## src/rtl/pl_scrambler_pkg.sv

```systemverilog
// pl_pkg: constants, state type and rotation helper shared by the
// PL scrambler and descrambler.
package pl_pkg;

    localparam logic [15:0] HDR_WORD = 16'hFFFF;
    localparam logic [15:0] SUB_WORD = 16'hFFFE;
    localparam int          HDR_LEN  = 4;
    localparam logic [17:0] X_INIT   = 18'h00001;
    localparam logic [17:0] Y_INIT   = 18'h3FFFF;

    typedef enum logic [1:0] {
        IDLE,
        HDR,
        DATA,
        TERM
    } pl_state_e;

    // Quadrant rotation of a packed {imag, real} symbol by r*90 degrees.
    function automatic logic [15:0] rot_sym(
        input logic [15:0] sym,
        input logic [1:0]  r
    );
        logic [7:0] i_v;
        logic [7:0] q_v;
        logic [7:0] i_o;
        logic [7:0] q_o;
        i_v = sym[7:0];
        q_v = sym[15:8];
        case (r)
            2'd0: begin
                i_o = i_v;
                q_o = q_v;
            end
            2'd1: begin
                i_o = -q_v;
                q_o = i_v;
            end
            2'd2: begin
                i_o = -i_v;
                q_o = -q_v;
            end
            default: begin
                i_o = q_v;
                q_o = -i_v;
            end
        endcase
        return {q_o, i_o};
    endfunction

    // Clamp -128 to -127 so that negation stays in range.
    function automatic logic [7:0] sat_comp(input logic [7:0] c);
        return (c == 8'h80) ? 8'h81 : c;
    endfunction

endpackage

```

## src/rtl/pl_scrambler_if.sv

```systemverilog
// pl_scrambler_if: valid/ready symbol stream into the PL scrambler.
// master drives symbols, slave accepts them.
interface pl_scrambler_if;

    logic [15:0] s_data;
    logic        s_valid;
    logic        s_ready;

    modport master (
        output s_data,
        output s_valid,
        input  s_ready
    );

    modport slave (
        input  s_data,
        input  s_valid,
        output s_ready
    );

endinterface

```

## src/rtl/pl_gold_gen.sv

```systemverilog
// pl_gold_gen: Gold-sequence x/y registers and 2-bit rotation control.
// Sequences advance only when adv is high; reset is the only reload.
module pl_gold_gen
    import pl_pkg::*;
(
    input  logic       clk,
    input  logic       reset,
    input  logic       adv,
    output logic [1:0] rot
);

    logic [17:0] x_q;
    logic [17:0] y_q;
    logic        a_b;
    logic        b_b;
    logic        d_b;

    // Rotation control from the current sequence state.
    always_comb begin
        a_b = x_q[5] ^ x_q[7] ^ x_q[16];
        b_b = y_q[6] ^ y_q[7] ^ (^y_q[16:9]);
        d_b = x_q[1] ^ y_q[1];
        rot = {a_b ^ b_b, d_b};
    end

    // Right-shift both sequences with feedback into bit 17.
    always_ff @(posedge clk) begin
        if (!reset) begin
            x_q <= X_INIT;
            y_q <= Y_INIT;
        end else if (adv) begin
            x_q <= {x_q[0] ^ x_q[7], x_q[17:1]};
            y_q <= {y_q[0] ^ y_q[5] ^ y_q[7] ^ y_q[10],
                    y_q[17:1]};
        end
    end

endmodule

```

## src/rtl/pl_scrambler.sv

```systemverilog
// pl_scrambler: PL framer emitting 4 header words then FRAME_LEN
// scrambled data words. Option macro: PL_SCR_SAT_EN (clamp -128 inputs).
module pl_scrambler
    import pl_pkg::*;
#(
    parameter int FRAME_LEN = 90
) (
    input  logic               clk,
    input  logic               reset,
    input  logic               en,
    pl_scrambler_if.slave      s_if,
    output logic [15:0]        scramble_data,
    output logic               frame_start,
    output logic               underrun,
    output logic               subst
);

    localparam logic [15:0] DATA_LAST = 16'(FRAME_LEN - 1);
    localparam logic [15:0] HDR_LAST  = 16'(HDR_LEN - 1);

    pl_state_e   state_q;
    pl_state_e   state_d;
    logic [15:0] cnt_q;
    logic [15:0] cnt_d;
    logic        s_ready_q;
    logic        fire;
    logic        adv;
    logic [1:0]  rot;
    logic [15:0] sym_raw;
    logic [15:0] sym;
    logic [15:0] rot_word;
    logic        sat_hit;
    logic [15:0] data_d;
    logic        fs_d;
    logic        und_d;
    logic        sub_d;
    logic        ready_d;

    assign s_if.s_ready = s_ready_q;
    assign fire         = s_ready_q & s_if.s_valid;
    assign adv          = (state_q == DATA);

    pl_gold_gen u_gold (
        .clk   (clk),
        .reset (reset),
        .adv   (adv),
        .rot   (rot)
    );

    // Select the accepted symbol or a zero pad, then rotate it.
    always_comb begin
        sym_raw = fire ? s_if.s_data : 16'h0000;
`ifdef PL_SCR_SAT_EN
        sat_hit = (sym_raw[7:0] == 8'h80) ||
                  (sym_raw[15:8] == 8'h80);
        sym     = {sat_comp(sym_raw[15:8]),
                   sat_comp(sym_raw[7:0])};
`else
        sat_hit = 1'b0;
        sym     = sym_raw;
`endif
        rot_word = rot_sym(sym, rot);
    end

    // Frame sequencing and next values of the registered outputs.
    always_comb begin
        state_d = state_q;
        cnt_d   = cnt_q;
        data_d  = 16'h0000;
        fs_d    = 1'b0;
        und_d   = underrun;
        sub_d   = subst;
        unique case (1'b1)
            (state_q == IDLE): begin
                if (en) begin
                    state_d = HDR;
                    cnt_d   = '0;
                end
            end
            (state_q == HDR): begin
                data_d = HDR_WORD;
                fs_d   = (cnt_q == '0);
                if (cnt_q == HDR_LAST) begin
                    state_d = DATA;
                    cnt_d   = '0;
                end else begin
                    cnt_d = cnt_q + 16'd1;
                end
            end
            (state_q == DATA): begin
                data_d = rot_word;
                if (rot_word == HDR_WORD) begin
                    data_d = SUB_WORD;
                    sub_d  = 1'b1;
                end
                if (sat_hit) begin
                    sub_d = 1'b1;
                end
                if (!fire) begin
                    und_d = 1'b1;
                end
                if (cnt_q == DATA_LAST) begin
                    cnt_d   = '0;
                    state_d = en ? HDR : TERM;
                end else begin
                    cnt_d = cnt_q + 16'd1;
                end
            end
            (state_q == TERM): begin
                data_d  = HDR_WORD;
                state_d = IDLE;
            end
            default: begin
                state_d = IDLE;
                cnt_d   = '0;
            end
        endcase
        ready_d = (state_d == DATA);
    end

    // State, counter and output registers.
    always_ff @(posedge clk) begin
        if (!reset) begin
            state_q       <= IDLE;
            cnt_q         <= '0;
            s_ready_q     <= 1'b0;
            scramble_data <= 16'h0000;
            frame_start   <= 1'b0;
            underrun      <= 1'b0;
            subst         <= 1'b0;
        end else begin
            state_q       <= state_d;
            cnt_q         <= cnt_d;
            s_ready_q     <= ready_d;
            scramble_data <= data_d;
            frame_start   <= fs_d;
            underrun      <= und_d;
            subst         <= sub_d;
        end
    end

endmodule

```

## src/flat_wrapper.sv

```systemverilog
// flat-port wrapper written by rule: the top's interface ports become plain ports
module pl_scrambler_flat import pl_pkg::*;
#(
    parameter int FRAME_LEN = 90
)
  (clk, reset, en, scramble_data, frame_start, underrun, subst, s_if_s_data, s_if_s_valid, s_if_s_ready);
  pl_scrambler_if s_if_i ();
  input  logic clk;
  input  logic reset;
  input  logic en;
  output logic [15:0] scramble_data;
  output logic frame_start;
  output logic underrun;
  output logic subst;
  input wire logic [$bits(s_if_i.s_data)-1:0] s_if_s_data;
  input wire logic [$bits(s_if_i.s_valid)-1:0] s_if_s_valid;
  output wire logic [$bits(s_if_i.s_ready)-1:0] s_if_s_ready;
  assign s_if_i.s_data = s_if_s_data;
  assign s_if_i.s_valid = s_if_s_valid;
  assign s_if_s_ready = s_if_i.s_ready;
  pl_scrambler #(.FRAME_LEN(FRAME_LEN)) u_core (.clk(clk), .reset(reset), .en(en), .s_if(s_if_i), .scramble_data(scramble_data), .frame_start(frame_start), .underrun(underrun), .subst(subst));
endmodule
```

## config.mk

```make
export PLATFORM = sky130hd
export DESIGN_NAME = pl_scrambler_flat
export DESIGN_NICKNAME = d
export VERILOG_FILES = /design/src/rtl/pl_scrambler_pkg.sv /design/src/rtl/pl_scrambler_if.sv /design/src/rtl/pl_gold_gen.sv /design/src/rtl/pl_scrambler.sv /design/src/flat_wrapper.sv
export SDC_FILE = /design/constraint.sdc
export NUM_CORES = 1
export LEC_CHECK = 0
export CELL_PAD_IN_SITES_DETAIL_PLACEMENT = 1
export CELL_PAD_IN_SITES_GLOBAL_PLACEMENT = 1
export CORE_ASPECT_RATIO = 0.6
export CORE_UTILIZATION = 30
export DETAILED_ROUTE_END_ITERATION = 7
export GPL_ROUTABILITY_DRIVEN = 0
export PLACE_DENSITY_LB_ADDON = 0.12
export SYNTH_ARGS = -nofsm -noshare
export SYNTH_HDL_FRONTEND = slang
export SYNTH_SLANG_ARGS = --single-unit
export TNS_END_PERCENT = 5
```

## constraint.sdc

```tcl
create_clock -name clk -period 8.55 [get_ports clk]
set_input_delay 1.71 -clock clk [delete_from_list [all_inputs] [get_ports clk]]
set_output_delay 1.71 -clock clk [all_outputs]
set_load 0.01 [all_outputs]
```

Word level (Yosys, flattened, before mapping)
Cells that the tools add are included.

Word-level logic and storage cells: 58. Input port bits: 20. Output and inout port bits: 20. Flip-flop bits (word level): 74.

Bitwise gates (word level): 13. $add $sub $neg: 3. Mux-type cells: 14. Reductions and logical operators: 9. Equal/unequal tests: 10.

Operator list (count): 16-bit 2-to-1 mux (5); 16-bit case mux with 4 select lines (1); 8-bit case mux with 3 select lines (2); 16-bit case mux with 2 select lines (1); 16-bit by 1-bit adder with 16-bit output (second input constant) (1); 16-bit equality test (second input constant) (1); 16-bit by 2-bit equality test with 1-bit output (second input constant) (1); 16-bit by 7-bit equality test with 1-bit output (second input constant) (1); 16-bit zero test (1); 8-bit negation (2); 1-bit bitwise XOR (10); 2-bit equality test (second input constant) (4); 2-bit 2-to-1 mux (4); 2-bit AND reduction (4); 8-bit XOR reduction (1); 2-bit case mux with 3 select lines (1); 2-bit by 1-bit equality test with 1-bit output (second input constant) (2); 2-bit zero test (2); 2-bit != test (second input constant) (1); 1-bit inverter (2); 2-bit OR reduction (1); 1-bit AND (1).

Depth between registers and ports, before layout
Gate-level depths: netlist of run 1.

Word-level depth: 8. Depth in mapped cells: 14. Gate-level depth less buffers: 11.

Hierarchy
A second synthesis of run 1 with hierarchy kept.

Cell total of the unflattened synthesis: 482. Area total of the unflattened synthesis: 4120.2 µm².

By module, submodules not included: pl_scrambler (area each 2706.3 µm², instances 1, seq. area each 760.7 µm², cells each 352); pl_gold_gen (area each 1413.9 µm², instances 1, seq. area each 720.7 µm², cells each 130).

Least setup slack after synthesis of run 1
OpenSTA, ideal clock, no wires.

Path kind: input-to-reg. Start: input s_if_s_valid. End: register u_core.subst. Data arrival time: 4.320 ns. Data required time: 8.454 ns. Library setup time: 0.096 ns. Cell stages on the path: 12. Buffers on the path: 2. Slack: 4.134 ns. Path through: and2_2 -> clkbuf_8 -> clkbuf_8 -> nand2_1 -> ha_1 -> or3b_2 -> a32oi_1 -> nand2b_1 -> o211a_1 -> a31oi_4 -> or4b_1 -> o41ai_2.

Word-level cells in the longest chain between the ends: 6. Elaborated cells between the ends (all ways): 8. Those cells by class: 2 x add/sub; 1 x eq/ne; 3 x mux; 1 x bitwise; 1 x reduce/logical.

Ends and longest elaborated chain: start: declaration (line flat_wrapper.sv:16) `input wire logic [$bits(s_if_i.s_valid)-1:0] s_if_s_valid;`; 1-bit AND * (line pl_scrambler.sv:40) `assign fire = s_ready_q & s_if.s_valid;`; 16-bit 2-to-1 mux * (line pl_scrambler.sv:52) `sym_raw = fire ? s_if.s_data : 16'h0000;`; 8-bit negation, on equally long branches; 8-bit case mux with 3 select lines (line pl_scrambler_pkg.sv:29) `case (r)`; 16-bit equality test * (line pl_scrambler.sv:92) `if (rot_word == HDR_WORD) begin`; 2-bit AND reduction (no line) *; end signal: assignment (line pl_scrambler.sv:138) `subst <= sub_d;`; end: declaration (line pl_scrambler.sv:15) `output logic subst`.

Every way passes the cells marked *; elsewhere a longest branch is shown, timed or not. A chain may end at the register's enable or synchronous reset.

Worst setup path in the final report of run 1
Same ends and word-level chain as after synthesis.

==> flow_metrics.py, run 1 <==
metrics = {
    "status": {
        "status": "completed",
    },
    "yosys": {
        "synth-main-ff-cell": "dfxtp_1",
        "syn_area_per_cell_um2": 8.955,
        "async_flop_share": 0,
        "synth.area.top_cells": "dfxtp_1 37%, mux2i_1 11%, xnor2_1 4.8%",
        "yosysUniqueCellTypes": 59,
        "synth-edff-count": 0,
        "synth_common_cells": "74 x dfxtp_1, 50 x nand2_1, 48 x nor2_1",
        "syn_area_um2": 4039,
        "yosys_warnings": 0,
        "seq_area_frac_synth": 0.3668,
        "synth_top_area_frac": 0.3668,
        "synth.most_common_cell": "dfxtp_1",
        "synth_top_area_cell": "dfxtp_1",
        "syn-num-nets": 481,
        "synth-seq-cells": 74,
        "syn-instance-count": 451,
    },
    "critical_path": {
        "crit_path_max_incr_delay_ps": 570,
        "crit_path_top_delay_cell": "or4b_1",
        "crit_type": "in2reg",
        "worstPathCellList": "clkdlybuf4s50_1 -> and2_2 -> nand2_1 -> ha_1 -> or3b_2 -> a32oi_1 -> nand2b_1 -> o211a_1 -> a31oi_4 -> or4b_1 -> o41ai_2",
        "critical-path-top-delay-family": "simple AND/OR/NAND/NOR gates",
        "startpoint_type": "primary input",
        "worstPathRequired_ps": 8790,
        "end_kind": "flip-flop",
        "arrival_ps": 4920,
        "crit_buf_inv": 1,
        "crit_fanout": 20,
    },
    "timing": {
        "rsz0062_at_grt": "false",
        "drv_slew": 0,
        "fin_setup_tns_ps": 0,
        "fin_crit_ps": 4682,
        "fin_crit_sh": 0.5476,
        "finClkSkew_ps": 5.406,
        "worst_slew_pin_slew_ps": 855.2,
        "hold_violations": 0,
        "setup_viol": 0,
        "max_freq_mhz": 213.6,
        "slew_headroom": 0.4270,
    },
    "finish": {
        "area_growth_pct": 21.75,
        "num-nets-final": 515,
        "final_cell_area_um2": 4917,
        "antenna_cells": 0,
        "layout-drive-gt1-share": 0.07959,
    },
    "global_routing": {
        "grt_overflow_total": 0,
        "antenna_found_initial": 0,
        "grt_max_degree": 49,
        "track_usage": 0.1804,
        "grt_pass1_wl_um": 18770,
        "grt_pass1_vias": 3358,
    },
    "floorplanning": {
        "initial_utilization": 0.3113,
        "pin_count": 40,
        "die_y_um": 91.88,
        "fp-row-count": 32,
        "coreArea_um2": 12970,
        "die-area_um2": 13950,
        "die_x_um": 151.8,
    },
    "clocking": {
        "path_clk_slew_ps": 60,
        "clockBufferDepth": 2,
        "cts_resized": 0,
        "post-cts-setup-buffer-count": 0,
        "cts_tree": "built",
        "clk_latency_ps": 330,
        "cts_hold_buf": 0,
        "htree_levels": 3,
        "cts_num_sinks": 74,
        "cts-root-buf": "clkbuf_16",
        "cts-buffers-inserted": 9,
    },
    "placed_design": {
        "dp_hpwl_um": 8568,
        "placed_area_um2": 4531,
        "io_buffers": 39,
    },
    "power_and_ir_drop": {
        "powerDensity_nw_per_um2": 180.6,
        "leakage_nw": 1.698,
        "ir_worst_vdd_mv": 0.08481,
    },
    "min_path": {
        "hp-class": "reg2reg",
    },
    "routing": {
        "post_drt_wl_per_cell_um": 17.51,
        "route.vias.total": 3375,
        "via_per_inst": 5.114,
        "drt_iter0_markers": 146,
        "wirelength_um": 11560,
        "drt.antenna.violating_nets": 0,
        "dr.pass1.iters": 4,
        "route.detailed.drc": 0,
    },
    "flow_run": {
        "drv_cap": 0,
    },
}
==> registers in the layout (all words and copies together), names as in the netlist <==
signal,flops
u_core.frame_start,1
u_core.s_if.s_ready,1
u_core.underrun,1
u_core.u_gold.x_q,18
u_core.subst,1
u_core.u_gold.y_q,18
u_core.scramble_data,16
u_core.cnt_q,16
u_core.state_q,2
==> path summary, 6_finish.rpt <==
path | startpoint | cells after the start | end | slack, ps
max | s_if_s_valid | 11 | u_core.subst | 3870
min | u_core.u_gold.y_q[17] | 2 | u_core.u_gold.y_q[16] | 480
max reg2reg | u_core.u_gold.y_q[16] | 8 | u_core.subst | 5130
min reg2reg | u_core.u_gold.y_q[17] | 2 | u_core.u_gold.y_q[16] | 480
==> cell type report <==
class | count | area [um2]
multi-input combinational | 340 | 2345
clock inverter | 4 | 120.1
sequential | 74 | 1481
clock buffer | 12 | 266.5
tap | 170 | 212.7
timing repair buffer | 45 | 435.4
inverter | 15 | 56.30
fill | 1532 | 8055
==> cell usage in the layout (no fill, tap or decap), types with 2 or more instances in the layout <==
cell type        synthesis  final
a211oi_1                 4      4
a21oi_1                 18     18
and3_1                   5      5
mux2i_1                 43     43
nor4_1                   3      3
nor2_1                  48     48
a22oi_1                  2      2
and2_1                   2      2
ha_1                    10      9
o211a_1                  2      2
xnor2_2                  2      2
a2111oi_4                2      2
o21a_1                   4      4
a32oi_1                  2      2
xnor2_1                 22     22
xor2_1                  11     11
clkbuf_8                 5      3
nor2b_1                  3      3
nand4_1                  6      6
o21ai_1                  2      2
nand2b_1                 2      2
nor3_1                  19     19
o2111ai_1                2      2
inv_1                   15     15
nand4b_1                 2      2
nand3_1                 10     10
and2_2                   2      2
buf_4                    0      6
or3_1                    4      4
clkbuf_16                0      9
dfxtp_1                 74     74
clkdlybuf4s50_1          0     39
nor3b_1                  2      2
o31ai_1                  2      2
nand2_1                 50     50
or3b_2                   2      2
o21ai_0                 26     26
a31oi_1                  6      6
bufinv_16                0      4
==> metal layers <==
layer / vias to the layer above / track usage / wire length, um
met5: - / 0 / 0
met4: 0 / 0.04703 / 105
met3: 8 / 0.05771 / 971
met2: 91 / 0.2261 / 4350
met1: 1617 / 0.2828 / 6129
li1: 1659 / - / -
==> through the flow <==
step / utilization / hold slack (ps) / instances / worst slack [ps] / power [mW]
global placement: 0.3492 / 454.8 / 644 / 3643 / 0.4090
floorplan: - / 440.0 / 451 / 4134 / 0.3828
detailed placement: 0.3492 / 468.6 / 644 / 3542 / 0.4094
CTS: 0.3791 / 484.3 / 660 / 3896 / 0.9012
finish: 0.3791 / 476.4 / 660 / 3868 / 0.8882
global route: 0.3791 / 487.0 / 660 / 3709 / 0.9235
==> cells by family (layout without fill, tap and decap cells) <==
logic type      Yosys count  count (layout)  share of synthesized area
buf+inv                  37              76                    0.05328
fa+ha+maj                10              10                    0.03098
compound gates           83              83                     0.1434
xor+xnor                 38              38                    0.09758
mux                      45              45                     0.1186
simple gates            164             164                     0.1893
flops                    74              74                     0.3668
==> tightest hold or removal path, cell delays in order (launching register included) <==
cell and delay [ps]:
dfxtp_1 320, mux2i_1 70, nand2_1 60
==> power breakdown <==
| group | switching [mW] | internal, mW |
|---|---|---|
| Combinational | 0.0298 | 0.0220 |
| Sequential | 0.00217 | 0.348 |
| Clock | 0.147 | 0.339 |
(Power assumes the default switching activity.)
==> run 2, diff against run 1 <==
- clock period: 8.55 -> 4 ns (I/O delays scaled with it)
==> run 2 against run 1 <==
Cell area rose by 0.46%; non-clock buffer count rose by 14; critical path depth did not move; largest cell class unchanged.
==> flow_metrics.py, run 2 (synthesis gave the netlist of run 1 again) <==
metrics = {
    "critical_path": {
        "end_kind": "flip-flop",
        "startpoint_type": "primary input",
        "arrival_ps": 3790,
        "reg2reg_slack_ps": 520,
        "crit_fanout": 7,
        "crit_type": "in2reg",
        "r2r_start": "u_core.u_gold.y_q[16]",
        "worstPathRequired_ps": 4240,
        "reg2regPathDepth": 8,
        "rr_endpoint": "u_core.subst",
    },
    "floorplanning": {
        "pin_count": 40,
        "initial_utilization": 0.3113,
        "coreArea_um2": 12970,
        "fp-row-count": 32,
        "die-area_um2": 13950,
        "die_y_um": 91.88,
        "die_x_um": 151.8,
    },
    "power_and_ir_drop": {
        "ir_worst_vdd_mv": 0.1743,
        "p_int_mw": 1.310,
        "pwr-share-clk": 0.489,
        "p_sw_frac": 0.2265,
        "comb_power_share": 0.068,
        "p_sw_uw": 383.6,
        "powerDensity_nw_per_um2": 342.8,
        "leakage_nw": 1.724,
        "pwr-share-seq": 0.442,
    },
    "clocking": {
        "cts_tree": "built",
        "path_clk_slew_ps": 60,
        "post-cts-setup-buffer-count": 0,
        "clk_latency_ps": 330,
        "htree_levels": 3,
        "cts_hold_buf": 0,
        "clockBufferDepth": 2,
        "cts-root-buf": "clkbuf_16",
        "cts_num_sinks": 74,
        "cts-buffers-inserted": 9,
        "cts_resized": 0,
    },
    "global_routing": {
        "grt_pass1_vias": 3327,
        "track_usage": 0.1815,
        "antenna_found_initial": 0,
        "grt_overflow_total": 0,
        "grt_max_degree": 46,
        "grt_pass1_wl_um": 18990,
    },
    "finish": {
        "layout-drive-gt1-share": 0.1034,
        "num-nets-final": 529,
        "reg_top3": "u_core.u_gold.x_q x18, u_core.u_gold.y_q x18",
        "area_growth_pct": 22.30,
        "antenna_cells": 0,
        "final_cell_mix": "74 x dfxtp_1, 50 x nand2_1, 48 x nor2_1",
        "final_common_cell": "dfxtp_1",
        "nFillCells": 1532,
    },
    "routing": {
        "wirelength_um": 11770,
        "route.detailed.drc": 0,
        "drt.antenna.violating_nets": 0,
        "drt_iter0_markers": 243,
        "route.vias.total": 3363,
        "dr.pass1.iters": 4,
        "post_drt_wl_per_cell_um": 17.49,
        "via_per_inst": 4.997,
    },
    "placed_design": {
        "io_buffers": 39,
        "dp_hpwl_um": 8887,
    },
    "min_path": {
        "hp-class": "reg2reg",
        "holdCritStartpoint": "u_core.u_gold.y_q[4]",
        "holdPathStages": 2,
        "min_to": "u_core.u_gold.y_q[4]",
    },
    "timing": {
        "worst_slew_pin_slew_ps": 1000,
        "slew_headroom": 0.3311,
        "fin_crit_sh": 0.8884,
        "rsz0062_at_grt": "false",
        "hold_violations": 0,
        "max_freq_mhz": 281.4,
        "finalHoldWorstSlack_ps": 473.2,
        "finClkSkew_ps": 10.34,
        "fin_crit_ps": 3554,
        "setup_viol": 0,
        "drv_slew": 0,
        "fin_setup_tns_ps": 0,
    },
    "status": {
        "status": "completed",
    },
    "flow_run": {
        "drv_cap": 0,
    },
}
[run 2: cell count changes in the layout (fill, tap and decap cells not counted)]
cell	previous run	this run
buf_4	6	20
clkinv_2	0	1
clkinv_4	0	1
clkbuf_8	3	2
bufinv_16	4	1
clkinvlp_4	0	1
[run 2: layout make-up]
type / count / area, um2 / share of cell area
clock buffer: 11 / 252.7 / 0.05117
clock inverter: 4 / 51.30 / 0.01039
inverter: 15 / 56.30 / 0.01140
multi-input combinational: 340 / 2345 / 0.4747
sequential: 74 / 1481 / 0.2999
tap: 170 / 212.7 / 0.04306
timing repair buffer: 59 / 540.5 / 0.1094
[run 2: metal layers]
metal,track usage,vias to the layer above,routed length (um),part of all wire
met5,0,-,0,0
met4,0.03548,0,38,0.0032
met3,0.04925,4,831,0.071
met2,0.2352,77,4503,0.38
met1,0.2879,1602,6400,0.54
li1,-,1680,-,-
[run 2: critical path: stages]
cell and delay [ps]:
clkdlybuf4s50_1 470, and2_2 240, nand2_1 100, ha_1 380, nand2_1 100, mux2i_1 210, nand2_1 170, a2111oi_4 390
a31oi_4 50, or4b_1 560, o41ai_2 320
[run 2: power groups by stage]
| stage | logic (mW) | clock network (mW) | registers (mW) |
|---|---|---|---|
| 2_1_floorplan | 0.0517 | 0 | 0.767 |
| 3_3_place_gp | 0.115 | 0 | 0.765 |
| 3_5_place_dp | 0.115 | 0 | 0.765 |
| 4_1_cts | 0.116 | 0.856 | 0.749 |
| 5_1_grt | 0.127 | 0.889 | 0.749 |
| 6_report | 0.116 | 0.829 | 0.749 |
[run 2: worst max-delay path by stage]
stage,startpoint,end,slack (ps),cells after the start
after global placement,s_if_s_valid,u_core.subst,190,11
after global routing,s_if_s_valid,u_core.subst,210,10
after floorplan,s_if_s_valid,u_core.subst,490,12
final,s_if_s_valid,u_core.subst,450,11
after CTS,s_if_s_valid,u_core.subst,470,11
after detailed placement,s_if_s_valid,u_core.subst,140,11
[run 2: metrics by stage]
stage	util	power, mW	std cells	setup slack, ps	cell area, um2
2_1_floorplan	-	0.8183	451	494.0	4039
3_3_place_gp	0.3574	0.8792	658	190.3	4636
3_5_place_dp	0.3574	0.8801	658	141.8	4636
4_1_cts	0.3808	1.721	673	472.4	4940
5_1_grt	0.3808	1.765	673	213.3	4940
6_report	0.3808	1.693	673	446.3	4940
